--- config.mk ---
export PLATFORM = sky130hd
export DESIGN_NAME = nonce_tx_queue_flat
export DESIGN_NICKNAME = d
export VERILOG_FILES = /design/src/rtl/nonce_pkg.sv /design/src/rtl/nonce_tx_queue_if.sv /design/src/rtl/nonce_fifo.sv /design/src/rtl/nonce_tx_queue.sv /design/src/flat_wrapper.sv
export SDC_FILE = /design/constraint.sdc
export NUM_CORES = 1
export LEC_CHECK = 0
export CAP_MARGIN = 40
export CORE_MARGIN = 2
export CORE_UTILIZATION = 50
export CTS_CLUSTER_SIZE = 20
export DETAILED_ROUTE_END_ITERATION = 10
export DONT_BUFFER_PORTS = 1
export PLACE_DENSITY = 0.61
export SLEW_MARGIN = 0
export SYNTH_ARGS = -nofsm -noshare
export SYNTH_HDL_FRONTEND = slang
export SYNTH_SLANG_ARGS = --single-unit
--- constraint.sdc ---
create_clock -name clk -period 6.31 [get_ports clk]
set_input_delay 0.9465 -clock clk [delete_from_list [all_inputs] [get_ports clk]]
set_output_delay 0.9465 -clock clk [all_outputs]
set_load 0.03 [all_outputs]
--- src/rtl/nonce_pkg.sv ---
// Shared constants and FSM state type for the nonce transmit queue.
// Latency: none (declarations only). Backpressure: n/a.
// Imported by the interface, FIFO and top.
package nonce_pkg;
    localparam int NONCE_W     = 32;
    localparam int ACK_TIMEOUT = 8;

    typedef enum logic [1:0] {
        ST_IDLE,
        ST_SEND,
        ST_ACK,
        ST_DRAIN
    } tx_state_e;
endpackage

--- src/rtl/nonce_tx_queue_if.sv ---
// Hasher-side nonce strobes and UART-side transmit handshake as one bundle.
// Latency: wires only. Backpressure: carried by serial_busy.
// The queue uses the slave modport, the driver of the cores/UART uses master.
interface nonce_tx_queue_if
    import nonce_pkg::*;
#(
    parameter int SLAVES = 2
);
    logic [SLAVES-1:0]         new_nonces;
    logic [NONCE_W*SLAVES-1:0] slave_nonces;
    logic                      serial_busy;
    logic                      serial_send;
    logic [NONCE_W-1:0]        golden_nonce;

    modport slave (
        input  new_nonces, slave_nonces, serial_busy,
        output serial_send, golden_nonce
    );
    modport master (
        output new_nonces, slave_nonces, serial_busy,
        input  serial_send, golden_nonce
    );
endinterface

--- src/rtl/nonce_fifo.sv ---
// Power-of-two FIFO with extra-bit pointers so full and empty never alias.
// Latency: 1 cycle push to head visible. Backpressure: push dropped when full unless popping.
// A pop on an empty FIFO is ignored.
module nonce_fifo #(
    parameter int WIDTH = 32,
    parameter int DEPTH = 4
) (
    input  logic                       clk,
    input  logic                       reset,
    input  logic                       push,
    input  logic [WIDTH-1:0]           push_dat,
    input  logic                       pop,
    output logic [WIDTH-1:0]           pop_dat,
    output logic                       full,
    output logic                       empty,
    output logic [$clog2(DEPTH):0]     count
);
    localparam int AW = $clog2(DEPTH);

    logic [AW:0]      wr_q, rd_q;
    logic [WIDTH-1:0] mem_q [DEPTH];
    logic             push_ok, pop_ok;

    assign count   = wr_q - rd_q;
    assign full    = (count == (AW+1)'(DEPTH));
    assign empty   = (count == '0);
    assign pop_ok  = pop && !empty;
    assign push_ok = push && (!full || pop_ok);
    assign pop_dat = mem_q[rd_q[AW-1:0]];

    always_ff @(posedge clk) begin
        if (reset) begin
            wr_q <= '0;
            rd_q <= '0;
        end else begin
            if (push_ok) wr_q <= wr_q + 1'b1;
            if (pop_ok)  rd_q <= rd_q + 1'b1;
        end
    end

    always_ff @(posedge clk) begin
        if (push_ok) mem_q[wr_q[AW-1:0]] <= push_dat;
    end
endmodule

--- src/rtl/nonce_tx_queue.sv ---
// Captures hasher nonces into per-slave slots, round-robins them into a FIFO, and sends them to a UART.
// Latency: strobe to FIFO 2 cycles, FIFO to serial_send 2 cycles. Backpressure: slots hold while FIFO full; overwrites count as drops.
// A lost UART request (no busy within ACK_TIMEOUT cycles) is also counted as a drop.
module nonce_tx_queue
    import nonce_pkg::*;
#(
    parameter int SLAVES = 2,
    parameter int DEPTH  = 4
) (
    input  logic                   clk,
    input  logic                   reset,
    nonce_tx_queue_if.slave        bus,
    output logic [$clog2(DEPTH):0] pending,
    output logic [7:0]             dropped
);
    localparam int SW = (SLAVES > 1) ? $clog2(SLAVES) : 1;
    localparam int TW = $clog2(ACK_TIMEOUT);

    logic [SLAVES-1:0]  slot_vld_q, slot_vld_d;
    logic [NONCE_W-1:0] slot_dat_q [SLAVES];
    logic [NONCE_W-1:0] slot_dat_d [SLAVES];
    logic [SW-1:0]      rr_q, rr_d;
    logic [SW-1:0]      push_idx;
    logic               push_req, push_en;
    logic [2:0]         slot_drops;

    tx_state_e          state_q, state_d;
    logic [TW-1:0]      tmr_q, tmr_d;
    logic [NONCE_W-1:0] golden_q, golden_d;
    logic               pop, ack_drop;
    logic [7:0]         dropped_q, dropped_d;
    logic [8:0]         drop_sum;

    logic               fifo_full, fifo_empty;
    logic [NONCE_W-1:0] fifo_dat;

    // Search starts at rr_q, which points one past the last pushed slave.
    always_comb begin
        push_req = 1'b0;
        push_idx = '0;
        for (int k = 0; k < SLAVES; k++) begin
            if (!push_req && slot_vld_q[(int'(rr_q) + k) % SLAVES]) begin
                push_req = 1'b1;
                push_idx = SW'((int'(rr_q) + k) % SLAVES);
            end
        end
    end

    assign push_en = push_req && !fifo_full;

    always_comb begin
        slot_vld_d = slot_vld_q;
        slot_dat_d = slot_dat_q;
        slot_drops = '0;
        rr_d       = rr_q;
        if (push_en) rr_d = (push_idx == SW'(SLAVES - 1)) ? '0 : push_idx + 1'b1;
        for (int i = 0; i < SLAVES; i++) begin
            if (bus.new_nonces[i]) begin
                slot_vld_d[i] = 1'b1;
                slot_dat_d[i] = bus.slave_nonces[NONCE_W*i +: NONCE_W];
                // A slot drained in this same cycle hands its old value to the FIFO, so nothing is lost.
                if (slot_vld_q[i] && !(push_en && push_idx == SW'(i)))
                    slot_drops = slot_drops + 3'd1;
            end else if (push_en && push_idx == SW'(i)) begin
                slot_vld_d[i] = 1'b0;
            end
        end
    end

    nonce_fifo #(.WIDTH(NONCE_W), .DEPTH(DEPTH)) u_fifo (
        .clk      (clk),
        .reset    (reset),
        .push     (push_en),
        .push_dat (slot_dat_q[push_idx]),
        .pop      (pop),
        .pop_dat  (fifo_dat),
        .full     (fifo_full),
        .empty    (fifo_empty),
        .count    (pending)
    );

    always_comb begin
        state_d  = state_q;
        tmr_d    = tmr_q;
        golden_d = golden_q;
        pop      = 1'b0;
        ack_drop = 1'b0;
        case (state_q)
            ST_IDLE: begin
                if (!fifo_empty && !bus.serial_busy) begin
                    pop      = 1'b1;
                    golden_d = fifo_dat;
                    state_d  = ST_SEND;
                end
            end
            ST_SEND: begin
                tmr_d   = '0;
                state_d = ST_ACK;
            end
            ST_ACK: begin
                if (bus.serial_busy) begin
                    state_d = ST_DRAIN;
                end else if (tmr_q == TW'(ACK_TIMEOUT - 1)) begin
                    state_d  = ST_IDLE;
                    ack_drop = 1'b1;
                end else begin
                    tmr_d = tmr_q + 1'b1;
                end
            end
            ST_DRAIN: begin
                if (!bus.serial_busy) state_d = ST_IDLE;
            end
            default: state_d = ST_IDLE;
        endcase
    end

    assign drop_sum  = {1'b0, dropped_q} + 9'(slot_drops) + 9'(ack_drop);
    assign dropped_d = drop_sum[8] ? 8'hFF : drop_sum[7:0];

    always_ff @(posedge clk) begin
        if (reset) begin
            slot_vld_q <= '0;
            for (int i = 0; i < SLAVES; i++) slot_dat_q[i] <= '0;
            rr_q      <= '0;
            state_q   <= ST_IDLE;
            tmr_q     <= '0;
            golden_q  <= '0;
            dropped_q <= '0;
        end else begin
            slot_vld_q <= slot_vld_d;
            slot_dat_q <= slot_dat_d;
            rr_q       <= rr_d;
            state_q    <= state_d;
            tmr_q      <= tmr_d;
            golden_q   <= golden_d;
            dropped_q  <= dropped_d;
        end
    end

    assign bus.serial_send  = (state_q == ST_SEND);
    assign bus.golden_nonce = golden_q;
    assign dropped          = dropped_q;
endmodule

--- src/flat_wrapper.sv ---
// flat-port wrapper written by rule: the top's interface ports become plain ports
module nonce_tx_queue_flat import nonce_pkg::*;
#(
    parameter int SLAVES = 2,
    parameter int DEPTH  = 4
)
  (clk, reset, pending, dropped, bus_new_nonces, bus_slave_nonces, bus_serial_busy, bus_serial_send, bus_golden_nonce);
  nonce_tx_queue_if #(.SLAVES(SLAVES)) bus_i ();
  input  logic clk;
  input  logic reset;
  output logic [$clog2(DEPTH):0] pending;
  output logic [7:0] dropped;
  input wire logic [$bits(bus_i.new_nonces)-1:0] bus_new_nonces;
  input wire logic [$bits(bus_i.slave_nonces)-1:0] bus_slave_nonces;
  input wire logic [$bits(bus_i.serial_busy)-1:0] bus_serial_busy;
  output wire logic [$bits(bus_i.serial_send)-1:0] bus_serial_send;
  output wire logic [$bits(bus_i.golden_nonce)-1:0] bus_golden_nonce;
  assign bus_i.new_nonces = bus_new_nonces;
  assign bus_i.slave_nonces = bus_slave_nonces;
  assign bus_i.serial_busy = bus_serial_busy;
  assign bus_serial_send = bus_i.serial_send;
  assign bus_golden_nonce = bus_i.golden_nonce;
  nonce_tx_queue #(.SLAVES(SLAVES), .DEPTH(DEPTH)) u_core (.clk(clk), .reset(reset), .bus(bus_i), .pending(pending), .dropped(dropped));
endmodule
### Word-level counts from Yosys, hierarchy flattened

Memories as Yosys holds them, arrays and structs flattened. A register that Yosys moved wholly into a read port is not among the register bits.
Index checks and enable logic that the tools add are counted.

| cells by class | value |
|---|---|
| add/sub/neg operators | 9 |
| multipliers | 0 |
| divide/modulo/power cells | 0 |
| $lt $le $gt $ge | 3 |
| equal/unequal tests | 10 |
| shift-type cells | 0 |
| mux-type cells | 37 |
| bitwise gates (word level) | 3 |
| reduce and logical (&&, ||, !) cells | 24 |

Operators with widths:

| kind | number |
|---|---|
| 32-bit 2-to-1 mux | 3 |
| 1-bit 2-to-1 mux | 22 |
| 3-bit 2-to-1 mux | 5 |
| 3-bit by 1-bit adder with 3-bit output (second input constant) | 4 |
| 8-bit by 3-bit adder with 9-bit output | 1 |
| 9-bit by 1-bit adder with 9-bit output | 1 |
| 1-bit logical AND | 9 |
| 2-bit 2-to-1 mux | 4 |
| 8-bit 2-to-1 mux | 1 |
| 2-bit case mux with 4 select lines | 1 |
| 3-bit == test (second input constant) | 2 |
| 1-bit logical NOT | 6 |
| 2-bit inequality test (second input constant) | 3 |
| 3-bit case mux with 2 select lines | 1 |
| 3-bit AND reduction | 2 |
| 2-bit nonzero test | 3 |
| 2-bit == test (second input constant) | 2 |
| 3-bit logical NOT | 1 |
| 2-bit by 3-bit < comparator with 1-bit output (second input constant) | 1 |
| 3-bit by 2-bit inequality test with 1-bit output (second input constant) | 1 |
| 3-bit subtractor | 1 |
| 1-bit adder (second input constant) | 2 |
| 2-bit by 1-bit == test with 1-bit output (second input constant) | 1 |
| 2-bit >= comparator (second input constant) | 1 |
| other kinds (8) | 8 |

| storage, ports and cells | value |
|---|---|
| flip-flop bits (word level) | 86 |
| latch bits | 0 |
| memory bits (writable) | 128 |
| bits in read-only memories | 0 |
| bits of input ports | 69 |
| output and inout bits | 44 |
| logic and storage cells | 97 |
| memories | 1 |

Memory list:

| name | words | width | rd ports | clocked after memory_dff | wr ports | line | text |
|---|---|---|---|---|---|---|---|
| u_core.u_fifo.mem_q | 4 | 32 | 1 | 1 | 1 | nonce_fifo.sv:21 | `logic [WIDTH-1:0] mem_q [DEPTH];` |

### Logic depth before layout (Yosys ltp)

| depth | value |
|---|---|
| depth after elaboration | 19 |
| depth in mapped cells | 16 |
| mapped depth without buffers | 15 |

### By module

From an unflattened synthesis, not the netlist that was laid out.

| second synthesis, totals | value |
|---|---|
| cell total of the unflattened synthesis | 698 |
| area, all modules | 9708.1 µm² |

Modules (own cells, without submodules):

| module | times used | cells an instance | area each (µm²) | sequential area each (µm²) |
|---|---|---|---|---|
| nonce_fifo | 1 | 224 | 5123.7 | 4003.8 |
| nonce_tx_queue | 1 | 474 | 4584.4 | 2242.2 |

### Worst setup path after synthesis

Ideal clock, no wire load.

| timing | value |
|---|---|
| kind | register to register |
| start point | register u_core.u_fifo.wr_q[0] |
| end point | register u_core.dropped_q[6] (netlist: u_core.dropped[6]) |
| library setup time | 0.130 ns |
| arrival | 3.812 ns |
| required time | 6.180 ns |
| path slack | 2.369 ns |
| cell stages (with the launch flop) | 17 |
| buffers on the path | 1 |
| period minus slack after synthesis | 3.941 ns |
| cells stage by stage | dfxtp_1 inv_1 ha_1 fa_1 xor3_2 nand3_1 a21boi_1 and2_1 ha_1 a22oi_1 fa_1 fa_1 and3b_1 clkbuf_1 nand3_1 nor3b_1 nor3_1 |

| on the way | value |
|---|---|
| word-level cells in the longest chain between the ends | 15 |
| elaborated cells between the ends (all ways) | 18 |
| those cells by class | add/sub: 4; eq/ne: 1; mux: 5; reduce/logical: 8 |

Ends and longest elaborated chain:

| item | line | text |
|---|---|---|
| from (decl) | nonce_fifo.sv:20 | `logic [AW:0] wr_q, rd_q;` |
| from (signal assigned) | nonce_fifo.sv:36 | `if (push_ok) wr_q <= wr_q + 1'b1;` |
| 3-bit subtractor * | nonce_fifo.sv:24 | `assign count = wr_q - rd_q;` |
| named net pending[2] | flat_wrapper.sv:11 | `output logic [$clog2(DEPTH):0] pending;` |
| 3-bit == test * | nonce_fifo.sv:25 | `assign full = (count == (AW+1)'(DEPTH));` |
| 1-bit logical NOT * | nonce_tx_queue.sv:49 | `assign push_en = push_req && !fifo_full;` |
| 1-bit logical AND * | nonce_tx_queue.sv:49 |  |
| 1-bit logical AND | nonce_tx_queue.sv:62 | `if (slot_vld_q[i] && !(push_en && push_idx == SW'(i)))` |
| 1-bit logical NOT | nonce_tx_queue.sv:62 |  |
| 1-bit logical AND | nonce_tx_queue.sv:62 |  |
| 1-bit 2-to-1 mux | nonce_tx_queue.sv:62 |  |
| 3-bit 2-to-1 mux | nonce_tx_queue.sv:58 | `if (bus.new_nonces[i]) begin` |
| 3-bit by 1-bit adder with 3-bit output | nonce_tx_queue.sv:63 | `slot_drops = slot_drops + 3'd1;` |
| 3-bit 2-to-1 mux | nonce_tx_queue.sv:62 |  |
| 3-bit 2-to-1 mux * | nonce_tx_queue.sv:58 |  |
| 8-bit by 3-bit adder with 9-bit output * | nonce_tx_queue.sv:117 | `assign drop_sum = {1'b0, dropped_q} + 9'(slot_drops) + 9'(ack_drop);` |
| 9-bit by 1-bit adder with 9-bit output * | nonce_tx_queue.sv:117 |  |
| 8-bit 2-to-1 mux * | nonce_tx_queue.sv:118 | `assign dropped_d = drop_sum[8] ? 8'hFF : drop_sum[7:0];` |
| to (signal assigned) | nonce_tx_queue.sv:136 | `dropped_q <= dropped_d;` |
| to (decl) | nonce_tx_queue.sv:31 | `logic [7:0] dropped_q, dropped_d;` |

Mark *: on every way through the listed nets, which the timed path passes. The rest lies on a longest branch.
A chain may end at the register's enable or synchronous reset.

### Worst setup path in the final report

Ends and elaborated chain as after synthesis.

==> run summary <==
In this run the tightest slew margin relative to its limit is 54.17%. The post-detailed-route via-to-cell ratio works out to 5.413. The tightest hold path in the finished design has a slack of 0.4784 ns.

The tools report the post-cts repair resize count as 0. Of all nets on the critical path, the largest fanout is 6. Among all flip-flop cells after synthesis, the most frequent one is sky130_fd_sc_hd__edfxtp_1. In this run the clock root is driven by a sky130_fd_sc_hd__clkbuf_16.

After floorplanning, the core was divided into 50 placement rows. The routed layout has 5207 vias. Category of the critical setup timing path: flip-flop to flip-flop. The total setup violations reported at the end of the flow is 0, and the post-synthesis net count is 766. The run gives 0 ns as the post-route setup TNS. The tools report the startpoint type of the worst setup path as a flip-flop. The synthesis-to-layout area growth is 11.25%, and the cell area after technology mapping is 9656 um^2. In the synthesized netlist, the number of instances is 684.

For the pin with the worst max-slew slack, the measured transition is 0.6875 ns. Registers take 6208 um^2. TritonCTS built the clock tree. The first detailed-routing pass took 5 iterations. The number of setup buffers added after CTS is 0. Antenna violation net count after detailed routing: 0.

The flow ran to the end, and the final reports show no timing, DRC or antenna violations. The share of post-route cells with drive strength above 1 was 20.68%; the worst-case vdd ir drop was 0.0002533 V. The worst path in the final design needs a cycle of 4.242 ns, including I/O delays and setup. Buffers inserted to repair hold after CTS numbered 0. The maximum buffer depth of the clock tree was 3. After synthesis, the mean cell area works out to 14.12 um^2. The worst min-delay path class is flip-flop to flip-flop.

Via count of the first global-routing pass: 5531. The initial standard-cell utilization of the core came out at 51.28%. The routed wire length per instance works out to 19.44 um. The number of antenna violations at the first check in global routing came out at 1. For the static leakage, the log shows 3.897 nW. Routability-driven placement finished with a final weighted congestion of 0.7478.

Yosys printed 0 warnings. The critical path data arrival time came out at 4.65 ns. After filler insertion, the fill cell instance count of the layout stands at 1506. Measured along the x axis, the die boundary spans 143.0 um. The run gives 26 as the total clock buffers created by CTS. Power spread over the standard cell area amounts to 447.5 nW/um^2. The count of H-tree levels built during CTS was 1.

The final wirelength came out at 18.70 mm. The detailed router finished its first iteration with 249 violations. At the worst endpoint, the required time is 6.72 ns. After the last flow step, the layout net total stands at 763. The run gives 0.01699 ns as the worst-case clock skew. Synthesis inferred 246 register bits. The endpoint class of the critical path was a flip-flop. The final clock period utilization by the worst path was 67.22%. After clock tree synthesis, the clock-pin slew on the worst setup and hold paths is 0.06 ns. The tools report the clock insertion delay at the later pin of the skew report as 0.53 ns. Sequential elements use 64.27% of the synthesized area.

The overall die height was 143.0 um. The logs give 246 for the clock net sink count and 0.2358 GHz for the fmax. The logs give 0 for the remaining global-route overflow and 0 for the final-report hold violation count. For the count of maximum capacitance violations, the log shows 0.

In this run the standard cell core region covers 18830 um^2. Sum of net half-perimeters after detailed placement: 11.43 mm. The run gives 20440 um^2 as the floorplan die area.

Setup repair after global routing left no endpoint under its margin. The run gives 119 as the maximum number of pins on one net before global-route repair. Counting flops with a built-in enable in the synthesized netlist gives 128. Share of synthesized registers carrying an async set or reset: 0%.

The run gives 0 as the total DRC errors in the routed layout. Yosys mapped the design onto 45 distinct sky130hd cell types. The wire length of the first global-routing pass was 29.56 mm; the total I/O pin count was 113. The overall routing resource usage was 18.75%.

The logs give 3212 um^2 for the area of the multi-input gates and 0 for the number of max-slew violations in the final report. Buffers placed on the I/O ports in this run total 0.
## Yosys cell counts (7+ instances only)
| cell type | n | area, um^2 |
|---|---|---|
| sky130_fd_sc_hd__mux2_2 | 32 | 360.4 |
| sky130_fd_sc_hd__clkbuf_1 | 16 | 60.06 |
| sky130_fd_sc_hd__ha_1 | 10 | 125.1 |
| sky130_fd_sc_hd__a21oi_1 | 32 | 160.2 |
| sky130_fd_sc_hd__nand2_1 | 62 | 232.7 |
| sky130_fd_sc_hd__buf_2 | 13 | 65.06 |
| sky130_fd_sc_hd__mux4_2 | 32 | 720.7 |
| sky130_fd_sc_hd__o21ai_0 | 7 | 35.03 |
| sky130_fd_sc_hd__a21oi_2 | 13 | 113.9 |
| sky130_fd_sc_hd__mux2i_1 | 67 | 670.6 |
| sky130_fd_sc_hd__dfxtp_1 | 118 | 2362 |
| sky130_fd_sc_hd__edfxtp_1 | 128 | 3844 |
| sky130_fd_sc_hd__inv_1 | 9 | 33.78 |
| sky130_fd_sc_hd__nand2_2 | 10 | 62.56 |
| sky130_fd_sc_hd__nor2_1 | 74 | 277.8 |
| sky130_fd_sc_hd__nand3_1 | 8 | 40.04 |
## layout make-up
| cell class | count | share of cell area (%) |
|---|---|---|
| Sequential cell | 246 | 57.80 |
| Clock buffer | 36 | 6.593 |
| Clock inverter | 12 | 0.8736 |
| Tap cell | 260 | 3.029 |
| Timing Repair Buffer | 9 | 1.468 |
| Inverter | 9 | 0.3145 |
| Antenna cell | 1 | 0.02330 |
| Multi-Input combinational cell | 389 | 29.90 |
## worst max-delay path, stage by stage (launching register included)
cell	delay, ns
sky130_fd_sc_hd__dfxtp_1	0.40
sky130_fd_sc_hd__inv_1	0.12
sky130_fd_sc_hd__ha_1	0.24
sky130_fd_sc_hd__fa_1	0.42
sky130_fd_sc_hd__xor3_2	0.49
sky130_fd_sc_hd__nand3_1	0.21
sky130_fd_sc_hd__a21boi_1	0.27
sky130_fd_sc_hd__and2_1	0.17
sky130_fd_sc_hd__ha_1	0.12
sky130_fd_sc_hd__a22oi_1	0.10
sky130_fd_sc_hd__fa_1	0.44
sky130_fd_sc_hd__fa_1	0.43
sky130_fd_sc_hd__and3b_1	0.34
sky130_fd_sc_hd__nand3_1	0.10
sky130_fd_sc_hd__nor3b_1	0.22
sky130_fd_sc_hd__nor3_1	0.07
## report_power, final
part           internal [mW]  switching, mW
clock                  0.825          0.594
sequential              1.98          0.290
combinational          0.460          0.654
## per-stage QoR
stage / power (mW) / cell area, um^2 / setup slack [ns] / instances / util (%)
after floorplan: 3.190 / 9656 / 2.369 / 684 / -
after global placement: 3.352 / 9802 / 1.881 / 907 / 52.05
after detailed placement: 3.454 / 9937 / 2.074 / 913 / 52.77
after CTS: 4.874 / 10740 / 2.063 / 961 / 57.03
after global routing: 5.052 / 10740 / 1.759 / 962 / 57.04
final: 4.807 / 10740 / 2.068 / 962 / 57.04
## cells by family after synthesis
logic type	count (synthesis)	synth area share, %
muxes	131	18.14
adders and majority gates	13	1.918
buffers and inverters	49	2.695
xor gates and xnor gates	6	0.7128
and+or+nand+nor	173	7.633
DFF	246	64.27
AOI/OAI and AO/OA	66	4.626
## worst paths after layout
kind                                           start                      endpoint  slack, ns  cells after the start
setup / recovery  u_core.u_fifo.wr_q[0]$_SDFFE_PP0P_  u_core.dropped[6]$_SDFF_PP0_       2.07                     15
setup reg to reg  u_core.u_fifo.wr_q[0]$_SDFFE_PP0P_  u_core.dropped[6]$_SDFF_PP0_       2.07                     15
hold reg to reg         u_core.tmr_q[0]$_SDFFE_PP0P_  u_core.tmr_q[0]$_SDFFE_PP0P_       0.48                      2
hold / removal          u_core.tmr_q[0]$_SDFFE_PP0P_  u_core.tmr_q[0]$_SDFFE_PP0P_       0.48                      2
## metal layers
layer / GRT usage, % / part of all wire [%] / up-vias
li1: - / - / 2476
met1: 24.39 / 43 / 2586
met2: 32.23 / 49 / 116
met3: 4.192 / 5.2 / 29
met4: 4.325 / 2.2 / 0
met5: 0 / 0 / -
## registers in the layout, indices dropped and copies added (netlist names)
signal	count
u_core.bus.golden_nonce	32
u_core.dropped	8
u_core.rr_q	1
u_core.slot_dat_q	64
u_core.slot_vld_q	2
u_core.state_q	2
u_core.tmr_q	3
u_core.u_fifo.mem_q	128
u_core.u_fifo.rd_q	3
u_core.u_fifo.wr_q	3
## placed cells by master (no fill, tap or decap), types with 3 or more instances in the layout
master | Yosys | routed
sky130_fd_sc_hd__edfxtp_1 | 128 | 128
sky130_fd_sc_hd__dfxtp_1 | 118 | 116
sky130_fd_sc_hd__nor2_1 | 74 | 74
sky130_fd_sc_hd__mux2i_1 | 67 | 67
sky130_fd_sc_hd__nand2_1 | 62 | 61
sky130_fd_sc_hd__mux2_2 | 32 | 32
sky130_fd_sc_hd__mux4_2 | 32 | 32
sky130_fd_sc_hd__a21oi_1 | 32 | 32
sky130_fd_sc_hd__clkbuf_16 | 0 | 26
sky130_fd_sc_hd__a21oi_2 | 13 | 13
sky130_fd_sc_hd__nand2_2 | 10 | 11
sky130_fd_sc_hd__ha_1 | 10 | 10
sky130_fd_sc_hd__inv_1 | 9 | 9
sky130_fd_sc_hd__nand3_1 | 8 | 8
sky130_fd_sc_hd__clkbuf_1 | 16 | 8
sky130_fd_sc_hd__o21ai_0 | 7 | 7
sky130_fd_sc_hd__clkinv_1 | 0 | 5
sky130_fd_sc_hd__nand2b_1 | 4 | 4
sky130_fd_sc_hd__clkinv_2 | 0 | 4
sky130_fd_sc_hd__buf_12 | 0 | 4
sky130_fd_sc_hd__and2_2 | 0 | 3
sky130_fd_sc_hd__xor2_1 | 3 | 3
sky130_fd_sc_hd__fa_1 | 3 | 3
sky130_fd_sc_hd__buf_4 | 0 | 3
Power figures use the tool's default switching activity.
